`config.mk`:
```
export PLATFORM = sky130hd
export DESIGN_NAME = wb_arbiter
export DESIGN_NICKNAME = d
export VERILOG_FILES = /design/src/rtl/wb_arbiter.sv
export SDC_FILE = /design/constraint.sdc
export NUM_CORES = 1
export LEC_CHECK = 0
export CORE_ASPECT_RATIO = 1.5
export CORE_MARGIN = 2
export CORE_UTILIZATION = 42
export DETAILED_ROUTE_END_ITERATION = 8
export GPL_TIMING_DRIVEN = 1
export PLACE_DENSITY_LB_ADDON = 0.3
export SLEW_MARGIN = 25
export SYNTH_ARGS = -nofsm -noshare
export SYNTH_HDL_FRONTEND = slang
export SYNTH_SLANG_ARGS = --single-unit
```
`constraint.sdc`:
```
create_clock -name clk -period 2.6 [get_ports clk]
set_clock_uncertainty 0.1 [all_clocks]
set_input_delay 0.52 -clock clk [delete_from_list [all_inputs] [get_ports clk]]
set_output_delay 0.52 -clock clk [all_outputs]
set_load 0.005 [all_outputs]
```
`src/rtl/wb_arbiter.sv`:
```
// wb_arbiter: round-robin writeback arbiter from per-source FIFOs into one registered register-file write port.
module wb_arbiter #(
  parameter int NSRC = 4,
  parameter int DEPTH = 2,
  parameter int ADDR_W = 5,
  parameter int DATA_W = 32
) (
  input  logic                     clk,
  input  logic                     rst,
  input  logic [NSRC-1:0]          src_valid_i,
  output logic [NSRC-1:0]          src_ready_o,
  input  logic [NSRC*ADDR_W-1:0]   src_waddr_i,
  input  logic [NSRC*DATA_W-1:0]   src_wdata_i,
  output logic                     we_o,
  output logic [ADDR_W-1:0]        waddr_o,
  output logic [DATA_W-1:0]        wdata_o,
  output logic [2**ADDR_W-1:0]     pending_o,
  output logic                     idle_o
);
  localparam int PW = $clog2(DEPTH);
  localparam int CW = $clog2(DEPTH + 1);
  localparam int GW = NSRC > 1 ? $clog2(NSRC) : 1;
  localparam int NREG = 2**ADDR_W;
  logic [NSRC-1:0] ne;
  logic [ADDR_W-1:0] hd_addr [NSRC];
  logic [DATA_W-1:0] hd_data [NSRC];
  logic [NREG-1:0] pend_src [NSRC];
  logic [GW-1:0] last_grant, gnt, cand;
  logic gnt_v;
  for (genvar k = 0; k < NSRC; k++) begin : g_src
    logic [ADDR_W-1:0] qa [DEPTH];
    logic [DATA_W-1:0] qd [DEPTH];
    logic [PW-1:0] head, tail;
    logic [CW-1:0] cnt;
    logic [NREG-1:0] pend;
    logic push, pop;
    assign src_ready_o[k] = (cnt < CW'(DEPTH)) && !rst;
    // x0 writes complete the handshake but are dropped here
    assign push = src_valid_i[k] && src_ready_o[k] && (src_waddr_i[k*ADDR_W +: ADDR_W] != '0);
    assign pop = gnt_v && (gnt == GW'(k));
    assign ne[k] = cnt != '0;
    assign hd_addr[k] = qa[head];
    assign hd_data[k] = qd[head];
    assign pend_src[k] = pend;
    always_ff @(posedge clk)
      if (push) begin
        qa[tail] <= src_waddr_i[k*ADDR_W +: ADDR_W];
        qd[tail] <= src_wdata_i[k*DATA_W +: DATA_W];
      end
    always_ff @(posedge clk or posedge rst)
      if (rst) begin
        head <= '0;
        tail <= '0;
        cnt <= '0;
      end else begin
        if (push) tail <= tail + PW'(1);
        if (pop) head <= head + PW'(1);
        if (push != pop) cnt <= push ? cnt + CW'(1) : cnt - CW'(1);
      end
    always_comb begin
      pend = '0;
      for (int e = 0; e < DEPTH; e++)
        if (e < int'(cnt)) pend[qa[head + PW'(e)]] = 1'b1;
    end
  end
  // first non-empty source strictly after last_grant, cyclically
  always_comb begin
    gnt_v = 1'b0;
    gnt = last_grant;
    cand = last_grant;
    for (int i = 1; i <= NSRC; i++) begin
      cand = GW'((int'(last_grant) + i) % NSRC);
      if (!gnt_v && ne[cand]) begin
        gnt_v = 1'b1;
        gnt = cand;
      end
    end
  end
  always_ff @(posedge clk or posedge rst)
    if (rst) begin
      we_o <= 1'b0;
      waddr_o <= '0;
      wdata_o <= '0;
      last_grant <= GW'(NSRC - 1);
    end else begin
      we_o <= gnt_v;
      if (gnt_v) begin
        waddr_o <= hd_addr[gnt];
        wdata_o <= hd_data[gnt];
        last_grant <= gnt;
      end
    end
  always_comb begin
    pending_o = '0;
    for (int k = 0; k < NSRC; k++) pending_o = pending_o | pend_src[k];
    if (we_o) pending_o[waddr_o] = 1'b1;
    pending_o[0] = 1'b0;
  end
  assign idle_o = ~|ne && !we_o;
endmodule

```
==> results of run 1 <==
==> sequential cells by signal (all words and copies together), names as in the netlist <==
signal	count
last_grant	2
wdata_o	32
g_src.qd	256
g_src.cnt	8
g_src.qa	40
g_src.head	4
we_o	1
g_src.tail	4
waddr_o	5
==> placed cells by master, fill, tap and decap left out, types with 13 or more instances in the layout <==
cell	n
mux2_2	76
buf_2	29
edfxtp_1	296
clkdlybuf4s50_1	195
a21oi_1	21
buf_4	361
o31ai_1	36
o211ai_1	86
nand3b_1	22
o22ai_4	16
dfrtp_1	49
buf_6	88
buf_12	30
nor3_1	17
nor3b_1	15
clkbuf_16	35
nor2_1	44
nand3_1	52
nand4_1	34
o21ai_0	19
o22ai_2	28
inv_1	15
and3b_1	14
nand2_1	53
o21ai_1	17
o22ai_1	23
xnor2_1	14
mux2i_1	80
nor3b_2	13
==> worst max-delay path, delay by kind of cell (launching register included) <==
kind	cells	cell delay [ps]
DFF	1	450
buffers and inverters	4	520
and+or+nand+nor	2	580
muxes	1	210
AOI/OAI and AO/OA	2	430
==> layout make-up <==
class	instances	area (sq um)	share of cell area
sequential	352	10300	0.383
multi-input combinational	934	8180	0.304
timing repair buffer	712	6590	0.245
clock buffer	49	958	0.0356
tap	558	698	0.0259
inverter	25	98.8	0.00367
clock inverter	13	92.6	0.00344
==> repair_timing <==
action | in CTS | in global routing
cloned | 1 | 1
setup buffers | 69 | 42
pin swaps | 64 | 81
setup endpoints to repair | 35 | 63
gates resized for setup | 371 | 171
hold buffers | 0 | 0
endpoints found under the hold margin | 0 | 0
==> per-stage QoR <==
stage	instances	setup TNS, ps	utilization	area (sq um)
floorplan	1405	0	-	17600
global placement	2481	-99750	0.566	23300
detailed placement	2484	-69930	0.568	23400
CTS	2612	-17870	0.629	25900
global route	2643	-20690	0.653	26900
finish	2643	-18250	0.653	26900
==> final timing paths <==
check | startpoint | slack (ps) | to | cells past startpoint
max | g_src[1].head | -740 | pending_o[15] | 9
min | rst | 280 | g_src[1].cnt[1] | 3
max reg2reg | g_src[2].cnt[0] | 20 | waddr_o[1] | 10
min reg2reg | wdata_o[9] | 380 | wdata_o[9] | 2
max in group asynchronous | rst | 1550 | g_src[2].head | 4
min in group clk | wdata_o[9] | 380 | wdata_o[9] | 2
==> routing by layer <==
metal | vias up | share of wire | routed length [um]
met2 | 617 | 0.53 | 38400
met4 | 0 | 0.087 | 6260
met3 | 250 | 0.051 | 3720
met1 | 7505 | 0.33 | 23800
met5 | - | 0 | 0
li1 | 6875 | - | -
==> power by group through the flow <==
stage / combinational (mW) / clock (mW) / sequential (mW)
after global routing: 19.0 / 5.00 / 7.88
after detailed placement: 15.5 / 0 / 7.87
after global placement: 15.3 / 0 / 7.84
after CTS: 17.0 / 4.77 / 7.78
final: 18.1 / 4.70 / 7.80
after floorplan: 7.47 / 0 / 7.68
==> synthesized netlist by cell type (25+ instances only) <==
cell      instances  area [sq um]
edfxtp_1        296          8890
mux2i_1          93           931
o211ai_1         86           646
mux2_2           81           912
o22ai_1          67           419
nand3_1          60           300
nor2_1           60           225
dfrtp_1          54          1350
nand2_1          54           203
o21ai_0          41           205
clkbuf_1         38           143
buf_2            37           185
o31ai_1          36           270
nand4_1          34           213
a21oi_1          32           160
nor3b_1          30           225
nor3_1           25           125
==> logic make-up after synthesis <==
| logic type | after synthesis | share of synthesized area |
|---|---|---|
| adders and majority gates | 8 | 0.00570 |
| DFF | 352 | 0.586 |
| buffers and inverters | 119 | 0.0323 |
| muxes | 179 | 0.109 |
| other | 1 | 0.000213 |
| AOI/OAI and AO/OA | 347 | 0.135 |
| and+or+nand+nor | 383 | 0.124 |
| xor gates and xnor gates | 16 | 0.00798 |
==> flow_metrics.tcl, run 1 <==
set metrics [dict create \
    outcome "finished with violations" \
    violations "negative setup slack" \
    synth_seq_cells 352 \
    dp_hpwl_um 54300 \
    comb_power_share 0.592 \
    cts.sinks 352 \
    post-route-min-period_ps 3340 \
    p_leak_nw 10.1 \
    path_cells "buf_8 -> mux2_4 -> buf_6 -> a21o_1 -> buf_6 -> nor2_1 -> a211o_1 -> or4_4 -> buf_6" \
    seq_area_frac_synth 0.586 \
    rows 91 \
    use_met3 0.0532 \
    hold_ws_ps 276 \
    arrival_ps 2720 \
    synth-edff-count 296 \
    p_int_mw 18.3 \
    pre_cts_slack_ps -660 \
    rsz0062_at_grt "true" \
    pwr-share-seq 0.255 \
    total_power_mw 30.6 \
    syn_avg_cell_area_sq_um 12.5 \
    dr.first_iter.drc_count 1141 \
    cts_tree "done" \
    drt-total-wl_um 72200 \
    final-setup-viol-count 32 \
    ys.flop_type "edfxtp_1" \
    grt_max_degree 53 \
    vias 15247 \
    grt_antenna_before_repair 0 \
    cp-end-kind "primary output" \
    hold_violations 0 \
    die-area_sq_um 43500 \
    numCtsBuffers 34 \
    post-route-worst-setup-slack_ps -743 \
    ys_types 64 \
    path_class "reg -> out" \
    firstDrtPassIters 5 \
    routedWlPerCell_um 27.3 \
    final.fill_count 3243 \
    globalplace.congestion 0.999 \
    use_met2 0.614 \
    start_util 0.426 \
    tightestPinTransition_ps 694 \
    cts_root_buf "clkbuf_16" \
    synth_area_sq_um 17600 \
    drtAntennaViolNets 0 \
    pin_count 229 \
    ys_async_sr_fraction 0.159 \
    synth_cells 1405 \
    grt_usage 0.329 \
    ys_warn_count 0 \
    nets 2221 \
    fp.dieH_um 255 \
    port_buffers 227 \
    grt_pass1_vias 16278 \
    clk_pin_slew_ps 60 \
    fmax_mhz 299 \
    critPathMostFrequentCell "buf_6" \
    required_ps 1980 \
    maxSlewViolCount 0 \
    diodes 0 \
    cts_buffer_depth 3 \
    grt_pass1_wl_um 103000 \
    coreArea_sq_um 41200 \
    hp-class "in -> async" \
    pwr-share-clk 0.154 \
    drc 0 \
    cellPowerDensity_nw_per_um2 1140 \
    cp-start-kind "register" \
    grt_overflow_total 0 \
    h-tree-depth 2 \
    synth_fp_nets 1567 \
    viasPerCell 5.77 \
    use_met1 0.327 \
    die_w_um 171 \
    switching_share 0.401 \
    irDropWorstVdd_uv 702 \
    clock_latency_ps 530 \
    cp_max_fo 6 \
    period_share 1.29 \
    maxCapViolCount 0 \
    slowest_stage "or4_4" \
    busiest_layer "met2" \
    power_switching_mw 12.3 \
    syn_to_final_growth_pct 53.2 \
    max_stage_delay_ps 540 \
    slew_headroom 0.536 \
    drive_gt1_frac 0.424 \
]
(Power assumes the default switching activity.)
==> run 2: changes to the inputs <==
==> constraint.sdc (replaced) <==
create_clock -name clk -period 3.2 [get_ports clk]
set_clock_uncertainty 0.1 [all_clocks]
set_input_delay 0.64 -clock clk [delete_from_list [all_inputs] [get_ports clk]]
set_output_delay 0.64 -clock clk [all_outputs]
set_load 0.005 [all_outputs]
==> run 2 against run 1 <==
  * Register-to-register slack better by 110 ps
  * The run still ends with negative setup slack left
  * Critical path type unchanged
  * Critical endpoint is now pending_o[27]
  * Final cell count shrank 6.1%
  * Via count shrank 5.3%
  * Sequential share of layout area grew 2.2 points
  * Setup slack better by 540 ps
  * Core utilization down 3.5 points
==> flow_metrics.tcl, run 2 (synthesis results as in run 1) <==
set metrics [dict create \
    grt_pass1_wl_um 97700 \
    final_cell_mix "edfxtp_1, buf_4, clkdlybuf4s50_1" \
    final_common_cell "edfxtp_1" \
    rsz0062_at_grt "true" \
    globalplace.congestion 1.01 \
    firstDrtPassIters 5 \
    cellPowerDensity_nw_per_um2 929 \
    dp_hpwl_um 51500 \
    grt_antenna_before_repair 0 \
    hold_violations 0 \
    utilization 0.618 \
    tightestPinTransition_ps 885 \
    final-setup-viol-count 30 \
    pin_count 229 \
    h-tree-depth 1 \
    drt-total-wl_um 67700 \
    p_leak_nw 9.32 \
    grt_max_degree 53 \
    final_cells 2483 \
    timing.rr.end "waddr_o[0]" \
    cts_buffer_depth 3 \
    r2r_cells 9 \
    cp_max_fo 7 \
    cp-start-kind "register" \
    required_ps 2460 \
    cts.sinks 352 \
    crit_start "g_src[0].head" \
    grt_overflow_total 0 \
    regMostFlops "g_src.qd" \
    viasPerCell 5.82 \
    hp-class "in -> async" \
    cts_root_buf "clkbuf_16" \
    vias 14441 \
    nets 2062 \
    total_power_mw 23.7 \
    largest_reg_flops 256 \
    cts_hold_buf 0 \
    post-route-worst-setup-slack_ps -204 \
    r2r-start "g_src[1].cnt[0]" \
    clk_pin_slew_ps 70 \
    syn_to_final_growth_pct 44.9 \
    violations "negative setup slack" \
    maxCapViolCount 0 \
    r2r_setup_slack_ps 130 \
    drc 0 \
    seqCellArea_sq_um 10300 \
    rows 91 \
    die-area_sq_um 43500 \
    multi_input_area_sq_um 7980 \
    fmax_mhz 294 \
    routedWlPerCell_um 27.3 \
    maxSlewViolCount 0 \
    dr.first_iter.drc_count 942 \
    endpoint "pending_o[27]" \
    post-route-min-period_ps 3400 \
    period_share 1.06 \
    grt_usage 0.311 \
    clock_latency_ps 580 \
    placed_cell_area_sq_um 22400 \
    numCtsBuffers 31 \
    pre_cts_slack_ps -130 \
    final.fill_count 3302 \
    grt_pass1_vias 15130 \
    placed_cells 2358 \
    die_w_um 171 \
    drive_gt1_frac 0.360 \
    irDropWorstVdd_uv 698 \
    cp-end-kind "primary output" \
    fp.dieH_um 255 \
    drtAntennaViolNets 0 \
    cts_tree "done" \
    path_class "reg -> out" \
    slew_headroom 0.410 \
    diodes 0 \
    coreArea_sq_um 41200 \
    port_buffers 227 \
    outcome "finished with violations" \
    finalSetupTns_ps -3660 \
    start_util 0.426 \
    arrival_ps 2660 \
    stdcell_area_sq_um 25500 \
    reg_top3 "g_src.qd: 256 flops, g_src.qa: 40 flops, wdata_o: 32 flops" \
    hold_ws_ps 357 \
]
## run 2: changes by cell type in the layout (fill, tap and decap cells not counted), moves of 7 or more
cell / before / now
clkbuf_1: 11 / 3
o22ai_4: 16 / 9
buf_4: 361 / 236
buf_6: 88 / 62
o22ai_1: 23 / 32
bufinv_16: 0 / 7
## run 2: worst min path at each step
stage                        from             to  slack (ps)
floorplan           g_src[0].tail  g_src[0].tail         360
global placement      wdata_o[10]    wdata_o[10]         360
detailed placement     wdata_o[4]     wdata_o[4]         370
CTS                           rst  g_src[1].tail         340
global route                  rst  g_src[1].tail         350
finish                        rst  g_src[1].head         360
## run 2: worst max-delay path: stages (launching register included)
cell,delay (ps)
dfrtp_2,480
buf_6,160
buf_6,110
mux2i_4,180
buf_6,130
or3_4,440
buf_6,140
o22a_1,180
o211ai_1,110
buf_2,150
## run 2: metal layers
metal | track usage | share of wire | up-vias
li1 | - | - | 6545
met1 | 0.315 | 0.33 | 7137
met2 | 0.584 | 0.54 | 558
met3 | 0.0492 | 0.055 | 201
met4 | 0.201 | 0.079 | 0
met5 | 0 | 0 | -
## run 2: layout make-up
| class | count | area share |
|---|---|---|
| clock buffers | 34 | 0.0309 |
| clock inverters | 24 | 0.0125 |
| inverters | 25 | 0.00378 |
| multi-input cells | 934 | 0.313 |
| flip-flops and latches | 352 | 0.405 |
| well taps | 558 | 0.0274 |
| repair buffers | 556 | 0.208 |
## run 2: where the power goes
part	switching, mW	internal [mW]	leakage (nW)
logic	7.26	5.99	5.46
registers	0.539	5.83	3.34
clock network	1.68	2.35	0.522
total	9.48	14.2	9.32
## run 2: timing repair
item	4_1_cts	5_1_grt
endpoints found under the setup margin	32	31
gates cloned	2	1
pin swaps	58	63
endpoints found under the hold margin	0	0
resized for setup	325	143
buffers inserted	43	28
